### src/rtl/queen_driver_pkg.sv
// Shared types and constants for the QUEEN core driver.
package queen_driver_pkg;

  localparam int unsigned BoardDefault   = 12;
  localparam int unsigned TimeoutDefault = 1000;
  localparam int unsigned FifoDepth      = 8;
  localparam int unsigned FifoCntW       = $clog2(FifoDepth + 1);

  typedef enum logic [2:0] {
    StIdle,
    StSend,
    StWait,
    StRecv,
    StFin
  } state_e;

endpackage

### src/rtl/queen_pos_fifo.sv
// 8-entry x 8-bit position FIFO ({col, row}) with occupancy count.
module queen_pos_fifo
  import queen_driver_pkg::*;
(
  input  logic                clk,
  input  logic                rst_n,
  input  logic                push,
  input  logic [7:0]          wdata,
  input  logic                pop,
  output logic [7:0]          rdata,
  output logic [FifoCntW-1:0] count,
  output logic                full,
  output logic                empty
);

  localparam int unsigned PtrW = $clog2(FifoDepth);

  logic [7:0]          mem_q [FifoDepth];
  logic [PtrW-1:0]     wptr_q, rptr_q;
  logic [FifoCntW-1:0] count_q;
  logic                do_push, do_pop;

  assign full    = (count_q == FifoCntW'(FifoDepth));
  assign empty   = (count_q == '0);
  assign do_push = push & ~full;
  assign do_pop  = pop & ~empty;
  assign rdata   = mem_q[rptr_q];
  assign count   = count_q;

  always_ff @(posedge clk or negedge rst_n) begin
    if (!rst_n) begin
      wptr_q  <= '0;
      rptr_q  <= '0;
      count_q <= '0;
    end else begin
      if (do_push) wptr_q <= wptr_q + PtrW'(1);
      if (do_pop)  rptr_q <= rptr_q + PtrW'(1);
      if (do_push && !do_pop)      count_q <= count_q + FifoCntW'(1);
      else if (do_pop && !do_push) count_q <= count_q - FifoCntW'(1);
    end
  end

  // Storage needs no reset: entries are only read once written.
  always_ff @(posedge clk) begin
    if (do_push) mem_q[wptr_q] <= wdata;
  end

endmodule

### src/rtl/queen_driver.sv
// Buffers host queen positions, feeds them to the QUEEN core and captures its result stream.
module queen_driver
  import queen_driver_pkg::*;
#(
  parameter int unsigned BOARD   = BoardDefault,
  parameter int unsigned TIMEOUT = TimeoutDefault
) (
  input  logic       clk,
  input  logic       rst_n,
  input  logic       pos_valid,
  output logic       pos_ready,
  input  logic [3:0] pos_col,
  input  logic [3:0] pos_row,
  input  logic       start,
  input  logic [2:0] start_num,
  output logic       busy,
  output logic       q_in_valid,
  output logic       q_in_valid_num,
  output logic [3:0] q_col,
  output logic [3:0] q_row,
  output logic [2:0] q_in_num,
  input  logic       q_out_valid,
  input  logic [3:0] q_out,
  output logic       res_valid,
  output logic [3:0] res_idx,
  output logic [3:0] res_data,
  output logic       done,
  output logic       timeout,
  output logic       proto_err
);

  localparam int unsigned WaitW = $clog2(TIMEOUT + 1);
  localparam int unsigned RcvW  = 5;
  localparam logic [WaitW-1:0] TimeoutLast = WaitW'(TIMEOUT - 1);
  localparam logic [RcvW-1:0]  BoardLast   = RcvW'(BOARD - 1);

  state_e              state_q, state_d;
  logic [2:0]          left_q, left_d;
  logic [WaitW-1:0]    wait_cnt_q, wait_cnt_d;
  logic [RcvW-1:0]     rcv_q, rcv_d;
  logic                q_in_valid_q, q_in_valid_d;
  logic                q_in_valid_num_q, q_in_valid_num_d;
  logic [3:0]          q_col_q, q_col_d, q_row_q, q_row_d;
  logic [2:0]          q_in_num_q, q_in_num_d;
  logic                res_valid_q, res_valid_d;
  logic [3:0]          res_idx_q, res_idx_d, res_data_q, res_data_d;
  logic                done_q, done_d, timeout_q, timeout_d, proto_err_q, proto_err_d;

  logic                fifo_push, fifo_pop, fifo_full, fifo_empty;
  logic [7:0]          fifo_rdata;
  logic [FifoCntW-1:0] fifo_count;

  // Held low during reset so the host cannot push into a FIFO being cleared.
  assign pos_ready = rst_n & ~fifo_full;
  assign fifo_push = pos_valid & pos_ready;

  queen_pos_fifo u_fifo (
    .clk   (clk),
    .rst_n (rst_n),
    .push  (fifo_push),
    .wdata ({pos_col, pos_row}),
    .pop   (fifo_pop),
    .rdata (fifo_rdata),
    .count (fifo_count),
    .full  (fifo_full),
    .empty (fifo_empty)
  );

  always_comb begin
    state_d          = state_q;
    left_d           = left_q;
    wait_cnt_d       = wait_cnt_q;
    rcv_d            = rcv_q;
    q_in_valid_d     = 1'b0;
    q_in_valid_num_d = 1'b0;
    q_col_d          = '0;
    q_row_d          = '0;
    q_in_num_d       = '0;
    res_valid_d      = 1'b0;
    res_idx_d        = res_idx_q;
    res_data_d       = res_data_q;
    done_d           = 1'b0;
    timeout_d        = 1'b0;
    proto_err_d      = 1'b0;
    fifo_pop         = 1'b0;

    unique case (state_q)
      StIdle: begin
        if (start && start_num != 3'd0 && FifoCntW'(start_num) <= fifo_count) begin
          state_d          = StSend;
          q_in_valid_d     = 1'b1;
          q_in_valid_num_d = 1'b1;
          q_in_num_d       = start_num;
          q_col_d          = fifo_rdata[7:4];
          q_row_d          = fifo_rdata[3:0];
          fifo_pop         = 1'b1;
          left_d           = start_num - 3'd1;
        end
      end
      StSend: begin
        if (left_q != 3'd0) begin
          q_in_valid_d = 1'b1;
          q_col_d      = fifo_rdata[7:4];
          q_row_d      = fifo_rdata[3:0];
          fifo_pop     = 1'b1;
          left_d       = left_q - 3'd1;
        end else begin
          state_d    = StWait;
          wait_cnt_d = '0;
        end
      end
      StWait: begin
        if (q_out_valid) begin
          state_d     = StRecv;
          res_valid_d = 1'b1;
          res_idx_d   = '0;
          res_data_d  = q_out;
          rcv_d       = RcvW'(1);
          if (BoardLast == '0) begin
            state_d = StFin;
            done_d  = 1'b1;
          end
        end else if (wait_cnt_q == TimeoutLast) begin
          state_d   = StFin;
          done_d    = 1'b1;
          timeout_d = 1'b1;
        end else begin
          wait_cnt_d = wait_cnt_q + WaitW'(1);
        end
      end
      StRecv: begin
        if (q_out_valid) begin
          res_valid_d = 1'b1;
          res_idx_d   = rcv_q[3:0];
          res_data_d  = q_out;
          rcv_d       = rcv_q + RcvW'(1);
          if (rcv_q == BoardLast) begin
            state_d = StFin;
            done_d  = 1'b1;
          end
        end else begin
          state_d     = StFin;
          done_d      = 1'b1;
          proto_err_d = 1'b1;
        end
      end
      StFin:   state_d = StIdle;
      default: state_d = StIdle;
    endcase
  end

  always_ff @(posedge clk or negedge rst_n) begin
    if (!rst_n) begin
      state_q          <= StIdle;
      left_q           <= '0;
      wait_cnt_q       <= '0;
      rcv_q            <= '0;
      q_in_valid_q     <= 1'b0;
      q_in_valid_num_q <= 1'b0;
      q_col_q          <= '0;
      q_row_q          <= '0;
      q_in_num_q       <= '0;
      res_valid_q      <= 1'b0;
      res_idx_q        <= '0;
      res_data_q       <= '0;
      done_q           <= 1'b0;
      timeout_q        <= 1'b0;
      proto_err_q      <= 1'b0;
    end else begin
      state_q          <= state_d;
      left_q           <= left_d;
      wait_cnt_q       <= wait_cnt_d;
      rcv_q            <= rcv_d;
      q_in_valid_q     <= q_in_valid_d;
      q_in_valid_num_q <= q_in_valid_num_d;
      q_col_q          <= q_col_d;
      q_row_q          <= q_row_d;
      q_in_num_q       <= q_in_num_d;
      res_valid_q      <= res_valid_d;
      res_idx_q        <= res_idx_d;
      res_data_q       <= res_data_d;
      done_q           <= done_d;
      timeout_q        <= timeout_d;
      proto_err_q      <= proto_err_d;
    end
  end

  assign busy           = (state_q != StIdle);
  assign q_in_valid     = q_in_valid_q;
  assign q_in_valid_num = q_in_valid_num_q;
  assign q_col          = q_col_q;
  assign q_row          = q_row_q;
  assign q_in_num       = q_in_num_q;
  assign res_valid      = res_valid_q;
  assign res_idx        = res_idx_q;
  assign res_data       = res_data_q;
  assign done           = done_q;
  assign timeout        = timeout_q;
  assign proto_err      = proto_err_q;

endmodule

### config.mk
export PLATFORM = sky130hd
export DESIGN_NAME = queen_driver
export DESIGN_NICKNAME = d
export VERILOG_FILES = /design/src/rtl/queen_driver_pkg.sv /design/src/rtl/queen_pos_fifo.sv /design/src/rtl/queen_driver.sv
export SDC_FILE = /design/constraint.sdc
export NUM_CORES = 1
export LEC_CHECK = 0
export ABC_AREA = 0
export BUFFER_PORTS_ARGS = -buffer_cell sky130_fd_sc_hd__buf_4
export CORE_MARGIN = 2
export CORE_UTILIZATION = 35
export DETAILED_ROUTE_END_ITERATION = 10
export PLACE_DENSITY = 0.62
export SLEW_MARGIN = 20
export SYNTH_ARGS = -nofsm -noshare
export SYNTH_HDL_FRONTEND = slang
export SYNTH_SLANG_ARGS = --single-unit
### constraint.sdc
create_clock -name clk -period 7.18 [get_ports clk]
set_clock_uncertainty 0.2 [all_clocks]
set_input_delay 2.154 -clock clk [delete_from_list [all_inputs] [get_ports clk]]
set_output_delay 2.154 -clock clk [all_outputs]
set_load 0.01 [all_outputs]
; Word level (Yosys, flattened, before mapping)
; Memory sizes are Yosys's and may differ from the RTL's.
; Index checks and enable logic that the tools add are counted.
[totals]
regBits = 56
ramBits = 64
in_bits = 20
output_inout_bits = 27
wordCells = 116
memories = 1
[mem_list]
columns = name, depth, width, read_ports, rd_clocked_by_memory_dff, write_ports, line_no
row1 = u_fifo.mem_q, 8, 8, 1, 0, 1, queen_pos_fifo.sv:18  ; logic [7:0] mem_q [FifoDepth];
[op_classes]
add_sub_neg = 8
magnitude_cmp = 1
n_eq_ne = 15
mux = 46
bitwise = 6
reduce_logical = 21
[op_table]
columns = cell, count
row1 = $mux 4, 8
row2 = $mux 10, 3
row3 = $mux 3, 10
row4 = $pmux 4 s2, 3
row5 = $pmux 10 s2, 1
row6 = $mux 1, 14
row7 = $ne 2x2->1 const B, 7
row8 = $pmux 3 s4, 1
row9 = $add 10x1->10 const B, 1
row10 = $eq 10x10->1 const B, 1
row11 = $mux 5, 2
row12 = $pmux 5 s2, 1
row13 = $reduce_bool 3->1, 3
row14 = $reduce_and 4->1, 2
row15 = $reduce_bool 2->1, 4
row16 = $add 3x1->3 const B, 2
row17 = $eq 3x2->1 const B, 2
row18 = $ne 3x3->1 const B, 2
row19 = $pmux 3 s2, 1
row20 = $reduce_and 3->1, 2
row21 = $sub 3x1->3 const B, 2
row22 = $add 5x1->5 const B, 1
row23 = $eq 5x4->1 const B, 1
row24 = $add 4x1->4 const B, 1
row25 = other kinds (13), 22

; Longest topological paths before layout
; Gate-level depths: netlist of the first run.
[logic_depth]
ltp_word = 9
ltp_mapped = 14
ltp_nobuf = 14

; By module
; Synthesis of the first run repeated with hierarchy kept, for this count alone.
[hier_totals]
cells_unflattened = 365
area_unflattened_um2 = 5220.0
[by_module_without_submodules]
columns = module, instances, cells_each, area_per_inst_um2, seq_area_each_um2
row1 = queen_pos_fifo, 1, 157, 3119.2, 2172.1
row2 = queen_driver, 1, 208, 2100.8, 1151.1

; Worst setup path after synthesis of the first run
; OpenSTA, ideal clock, no wires.
[synth_timing]
path_type = input -> output
startpoint = input port rst_n
endpoint = output port pos_ready
t_arrival_ps = 2402
required_ps = 4826
path_slack_ps = 2424
stages = 1
n_path_buf = 0
path_cell_list = a21boi_1
[synth_via]
elab_chain_cells = 1
[synth_rtl]
columns = element, line_no
row1 = from (decl), queen_driver.sv:9  ; input logic rst_n,
row2 = $and 1x1->1, queen_driver.sv:54  ; assign pos_ready = rst_n & ~fifo_full;
row3 = to (decl), queen_driver.sv:11  ; output logic pos_ready,
; No other way between the ends.

; Worst setup path in the final report of the first run
; Same ends and word-level chain as after synthesis.

==> impl_results.md, run 1 <==
- Core Area: 0.0144 mm^2
- Vias: 2915
- Asr flop ratio synth: 46.7%
- First-pass GRT wire length: 16.0 mm
- Filler cell count in the final layout: 1307
- Antenna Cells: 0
- Post-Place Setup Slack: 2.22 ns
- Hold Vio Cnt, Final: 0
- DP HPWL: 6.10 mm
- Number of remaining DRC errors: 0
- Worst path slowest cell: a21boi_1
- Mapped Area: 0.00509 mm^2
- Htree depth: 4
- Gates resized, CTS repair: 0
- Syn nets: 385
- GRT overflow: 0
- # Max-Cap Violations: 0
- Synth area leaders: edfxtp_1 38%, dfrtp_1 28%, mux4_2 7.1%, nand2_1 3.1%, ha_1 2.7%
- Largest net degree at the start of global routing: 57
- Post-synthesis sequential area ratio: 65.3%
- Post-route cell area: 0.00617 mm^2
- I/O Buffers: 46
- Number of synthesized flops with an enable pin: 64
- Most frequent cell after synthesis: edfxtp_1
- Synth area leader: edfxtp_1
- Least-Margin Pin Slew: 0.900 ns
- Die X-Extent: 125 um
- # clock sinks: 120
- Pwr Density: 408 mW/mm^2
- Critical Path Source: rst_n
- Layout Cells excl Fill: 606
- DP Area: 0.00562 mm^2
- Outcome: completed
- Synth Area per Inst: 14.4 um^2
- FF+latch area: 0.00332 mm^2
- Crit path kind: primary input to output port
- CTS Buf Count: 17
- Initial antenna violation count: 0
- Ys Warns: 0
- Hold Crit Start: res_idx[3]
- Crit path DAT: 2.61 ns
- Flops & latches, synth: 120
- Synth top cells by count: 64 x edfxtp_1, 56 x dfrtp_1, 42 x nand2_1, 36 x nor2_1, 16 x mux4_2
- Leak Pwr: 0.00250 uW
- Post-CTS Setup Bufs: 0
- CTS tree: done
- Crit path required time: 4.83 ns
- Root Driver: clkbuf_16
- Worst slew margin: 39.7%
- Setup violations, final: 0
- Crit-path leading delay family: buffers and inverters
- Vias in the first global route: 3009
- Via density: 4.81
- CP peak stage delay: 0.21 ns
- 1st-iter DRT viols: 217
- Placed Cells: 574
- Tot Pwr: 2520 uW
- Setup WS post-layout: 2.21 ns
- Setup crit end kind: output port
- # hold bufs at CTS: 0
- Max Fclk: 201 MHz
- Routed WL: 9.59 mm
- Die Span Y: 125 um
- RSZ-0062 raised after global routing: no
- Yosys top cell area share: 37.8%
- Final-stage net count: 441
- Yosys cell types: 55
- GP Congestion: 0.716
- First-pass DRT Iterations: 4
- Fin Setup TNS: 0 ns
- Worst r2r src: state_q[0]
- Final Cycle Share: 69.2%
- Startpoint type of the worst setup path: primary input
- CTS Buffer Depth: 2
- VDD IR max: 197 uV
- Global-route usage over all layers: 13.5%
- Skew-Pair Late Insertion Delay: 0.42 ns
- Cells after Synth: 353
- Wirelength per Cell: 15.8 um
- Layout overhead on the synthesized area: 21.2%
- Worst-path cell chain: buf_4 -> a21boi_1 -> buf_4
- Final Slew Violations: 0
- Min Tclk post-route: 4.97 ns
- Layout cells sized above 1: 27.3%
- Ports: 47
- Antenna-violating nets left: 0
- DIE AREA: 0.0155 mm^2
- Row count: 44
- Worst path bufs/invs: 2
- Starting Density: 35.4%
- Tightest Hold Check Type: flop to flop
- Most frequent CP cell: buf_4
- Critical Path Fanout Max: 2
- Clock slew at reported path FFs: 0.05 ns
- Multi-input gate area: 0.00166 mm^2
- Most used DFF post-synth: edfxtp_1
routing by layer:
layer | track usage (%) | routed length [um] | vias up
li1 | - | - | 1398
met1 | 16.9 | 4310 | 1446
met2 | 21.3 | 4750 | 59
met3 | 5.07 | 415 | 12
met4 | 5.09 | 115 | 0
met5 | 0 | 0 | -
report_power, final:
part / total [uW] / switching, uW / internal, uW
registers: 1010 / 143 / 864
clock network: 774 / 329 / 446
logic: 737 / 364 / 372
tightest hold or removal path: stages (launching register included):
cell	delay (ns)
dfrtp_1	0.34
nand2_1	0.05
nand2_1	0.05
flip-flops by register name (all words and copies together), names as in the netlist, 3 cells and up:
| signal | count |
|---|---|
| u_fifo.count | 4 |
| left_q | 3 |
| rcv_q | 5 |
| u_fifo.mem_q | 64 |
| q_in_num | 3 |
| q_col | 4 |
| u_fifo.wptr_q | 3 |
| q_row | 4 |
| res_idx | 4 |
| state_q | 3 |
| wait_cnt_q | 10 |
| u_fifo.rptr_q | 3 |
| res_data | 4 |
per-stage QoR:
step	hold slack, ns	util (%)
2_1_floorplan	0.275	-
3_3_place_gp	0.252	39.1
3_5_place_dp	0.269	39.1
4_1_cts	0.282	42.9
5_1_grt	0.316	42.9
6_report	0.274	42.9
layout make-up:
class / count / share of cell area [%]
sequential: 120 / 53.9
multi-input combinational: 211 / 26.9
clock buffer: 17 / 6.90
timing repair buffer: 50 / 6.09
tap: 184 / 3.73
clock inverter: 15 / 1.93
inverter: 9 / 0.548
cells in the final DEF, fill, tap and decap left out, types with 7 or more instances in the layout:
master / instances
nand2_1: 42
xor2_1: 8
nand3_1: 7
clkbuf_16: 17
xnor2_1: 8
inv_1: 8
edfxtp_1: 64
mux2i_1: 11
buf_4: 50
dfrtp_1: 56
nor2_1: 36
ha_1: 11
mux4_2: 16
logic make-up after synthesis:
group / Yosys count / share of synthesized area (%)
mux: 32 / 10.5
simple gates: 118 / 11.5
compound gates: 33 / 4.72
flops: 120 / 65.3
xor+xnor: 16 / 2.76
fa+ha+maj: 12 / 3.10
buf+inv: 22 / 2.04
final timing paths:
kind / cells past startpoint / to / slack [ns]
max in group asynchronous: 2 / q_row[0] / 4.58
worst max register to register: 11 / u_fifo.count[3] / 3.95
worst max-delay path: 3 / pos_ready / 2.21
worst min-delay path: 2 / res_idx[3] / 0.27
min in group asynchronous: 2 / q_in_num[0] / 1.71
worst min register to register: 2 / res_idx[3] / 0.27
Note: power is estimated with default switching activity, not from simulation.
==> run 2, diff against run 1 <==
--- a/config.mk
+++ b/config.mk
@@ -10,7 +10,7 @@
 export CORE_MARGIN = 2
 export CORE_UTILIZATION = 35
 export DETAILED_ROUTE_END_ITERATION = 10
-export PLACE_DENSITY = 0.62
+export PLACE_DENSITY = 0.64
 export SLEW_MARGIN = 20
 export SYNTH_ARGS = -nofsm -noshare
 export SYNTH_HDL_FRONTEND = slang
==> constraint.sdc (replaced) <==
create_clock -name clk -period 4.35 [get_ports clk]
set_clock_uncertainty 0.2 [all_clocks]
set_input_delay 1.305 -clock clk [delete_from_list [all_inputs] [get_ports clk]]
set_output_delay 1.305 -clock clk [all_outputs]
set_load 0.01 [all_outputs]
==> impl_results.md, run 2 (same netlist as run 1, synthesis figures left out) <==
- Outcome: completed (unchanged)
- Clock Power Share: 34.6% (was 30.8%)
- First-pass GRT wire length: 16.1 mm (was 16.0 mm)
- Final Slew Violations: 0 (unchanged)
- Sw frac: 30.5% (was 33.2%)
- Htree depth: 4 (unchanged)
- CTS tree: done (unchanged)
- Core Util, Final: 44.0% (was 42.9%)
- Crit path DAT: 3.71 ns (was 2.61 ns)
- Hold Vio Cnt, Final: 0 (unchanged)
- Switching power: 1350 uW (was 836 uW)
- CTS Buf Count: 17 (unchanged)
- Worst slew margin: 48.0% (was 39.7%)
- Vias in the first global route: 3170 (was 3009)
- Max Fclk: 277 MHz
- # Max-Cap Violations: 0 (unchanged)
- Number of remaining DRC errors: 0 (unchanged)
- Crit path kind: primary input to flop (was primary input to output port)
- Setup crit end: u_fifo.count[3] (was pos_ready)
- Post-route cell area: 0.00633 mm^2 (was 0.00617 mm^2)
- Commonest non-fill, non-tap cell in the layout: edfxtp_1 (unchanged)
- Die X-Extent: 125 um (unchanged)
- Largest reg by FF count: u_fifo.mem_q (unchanged)
- Critical Path Fanout Max: 8 (was 2)
- Leak Pwr: 0.00260 uW (was 0.00250 uW)
- Die Span Y: 125 um (unchanged)
- RSZ-0062 raised after global routing: no (unchanged)
- Starting Density: 35.4% (unchanged)
- Final Cycle Share: 83.1%
- Antenna-violating nets left: 0 (unchanged)
- Ports: 47 (unchanged)
- Row count: 44 (unchanged)
- FF-to-FF End: u_fifo.count[3] (unchanged)
- WHS Path Cells: 2 (unchanged)
- Layout Cells excl Fill: 613 (was 606)
- Critical Path Source: start_num[2] (was rst_n)
- Layout cells sized above 1: 28.4% (was 27.3%)
- Pwr Density: 700 mW/mm^2 (was 408 mW/mm^2)
- Core Area: 0.0144 mm^2 (unchanged)
- Crit path required time: 4.44 ns (was 4.83 ns)
- Antenna Cells: 0 (unchanged)
- Largest registers: u_fifo.mem_q: 64 flops, wait_cnt_q: 10 flops, rcv_q: 5 flops (unchanged)
- Worst r2r src: state_q[0] (unchanged)
- 1st-iter DRT viols: 227 (was 217)
- Gates resized, CTS repair: 0 (unchanged)
- Comb power frac: 26.9% (was 29.3%)
- Global-route usage over all layers: 13.5% (about the same)
- FF+latch area: 0.00332 mm^2 (about the same)
- VDD IR max: 349 uV (was 197 uV)
- Worst Reg-to-Reg Cells: 11 (unchanged)
- Worst-path cell chain: buf_4 -> ha_1 -> a32oi_1 -> a21oi_4 -> o21ai_4 -> ha_1 -> inv_1 -> ha_1 -> a21o_1 -> a21oi_1 -> xnor2_1 -> nor2_1 -> xor2_1 (was buf_4 -> a21boi_1 -> buf_4)
- Setup violations, final: 0 (unchanged)
- CTS Buffer Depth: 2 (unchanged)
- Multi-input gate area: 0.00166 mm^2 (unchanged)
- Least-Margin Pin Slew: 0.780 ns (was 0.900 ns)
- Setup crit end kind: flop (was output port)
- Tightest Hold Check Type: flop to flop (unchanged)
- DP HPWL: 6.32 mm (was 6.10 mm)
- Routed WL: 9.71 mm (was 9.59 mm)
- Wirelength per Cell: 15.8 um (about the same)
- DIE AREA: 0.0155 mm^2 (unchanged)
- Sequential power share: 38.5% (was 40.0%)
- Clock slew at reported path FFs: 0.05 ns (about the same)
- # clock sinks: 120 (unchanged)
- Post-CTS Setup Bufs: 0 (unchanged)
- Most frequent cells in the layout: 64 x edfxtp_1, 57 x buf_4, 55 x dfrtp_1, 42 x nand2_1, 36 x nor2_1 (was 64 x edfxtp_1, 56 x dfrtp_1, 50 x buf_4, 42 x nand2_1, 36 x nor2_1)
- Max reg flops: 64 (unchanged)
- First-pass DRT Iterations: 4 (unchanged)
- I/O Buffers: 46 (unchanged)
- GP Congestion: 0.851 (was 0.716)
- Initial antenna violation count: 0 (unchanged)
- Final-stage net count: 448 (was 441)
- Flop-to-flop setup slack: 1.13 ns (was 3.95 ns)
- Fin Setup TNS: 0 ns (unchanged)
- Largest net degree at the start of global routing: 57 (unchanged)
- Root Driver: clkbuf_16 (unchanged)
- Startpoint type of the worst setup path: primary input (unchanged)
- # hold bufs at CTS: 0 (unchanged)
- Most frequent CP cell: ha_1 (was buf_4)
- DP Area: 0.00567 mm^2 (was 0.00562 mm^2)
- Filler cell count in the final layout: 1244 (was 1307)
- Placed Cells: 581 (was 574)
- Layout overhead on the synthesized area: 24.4% (was 21.2%)
- CP peak stage delay: 0.35 ns (was 0.21 ns)
- Pint: 3080 uW (was 1680 uW)
- Skew-Pair Late Insertion Delay: 0.41 ns (was 0.42 ns)
- Via density: 4.94 (was 4.81)
- Min Tclk post-route: 3.62 ns
- Worst path slowest cell: a32oi_1 (was a21boi_1)
- Vias: 3027 (was 2915)
- GRT overflow: 0 (unchanged)
==> run 2: cell types whose count changed in the layout (fill, tap and decap cells not counted) <==
cell / delta
buf_4: +7
bufinv_16: +5
inv_6: -5
clkinvlp_4: -3
clkbuf_1: +1
clkinv_4: +1
dfrtp_1: -1
dfrtp_2: +1
inv_8: +1
==> run 2: worst min path at each step <==
| stage | from | to | slack, ns |
|---|---|---|---|
| after floorplan | u_fifo.count[3] | u_fifo.count[3] | 0.28 |
| after detailed placement | res_idx[3] | res_idx[3] | 0.26 |
| after global routing | res_data[3] | res_data[3] | 0.31 |
| after CTS | res_idx[3] | res_idx[3] | 0.27 |
| final | res_idx[3] | res_idx[3] | 0.26 |
| after global placement | res_idx[3] | res_idx[3] | 0.25 |
==> run 2: power by group through the flow <==
stage,clock (uW),combinational (uW),sequential (uW)
2_1_floorplan,0,947,1600
3_3_place_gp,0,1170,1720
3_5_place_dp,0,1210,1730
4_1_cts,1570,1220,1710
5_1_grt,1610,1320,1750
6_report,1530,1190,1710
==> run 2: stage by stage <==
| stage | total power [uW] | worst slack, ns | hold WS (ns) |
|---|---|---|---|
| after floorplan | 2550 | 0.626 | 0.275 |
| after global placement | 2890 | 0.404 | 0.251 |
| after detailed placement | 2940 | 0.315 | 0.260 |
| after CTS | 4500 | 0.746 | 0.273 |
| after global routing | 4690 | 0.562 | 0.312 |
| final | 4430 | 0.734 | 0.264 |
==> run 2: critical path, delay by kind of cell <==
| kind | cells | cell delay (ns) |
|---|---|---|
| AND/OR/NAND/NOR | 1 | 0.06 |
| AO/OA/AOI/OAI | 5 | 1.05 |
| adder cells (fa/ha/maj) | 3 | 0.79 |
| XOR/XNOR | 2 | 0.27 |
| buffers and inverters | 2 | 0.22 |
==> run 2: area by class of cell <==
cell class | instances | share of cell area [%]
sequential | 120 | 52.5
multi-input combinational | 211 | 26.2
clock buffer | 18 | 6.78
timing repair buffer | 57 | 6.76
tap | 184 | 3.64
clock inverter | 14 | 3.52
inverter | 9 | 0.534
==> run 2: per-layer routing <==
| layer | routed length [um] | vias to the layer above | global-route usage, % |
|---|---|---|---|
| met2 | 4950 | 70 | 22.4 |
| li1 | - | 1409 | - |
| met1 | 4110 | 1533 | 16.2 |
| met5 | 0 | - | 0 |
| met3 | 513 | 15 | 4.85 |
| met4 | 142 | 0 | 4.89 |
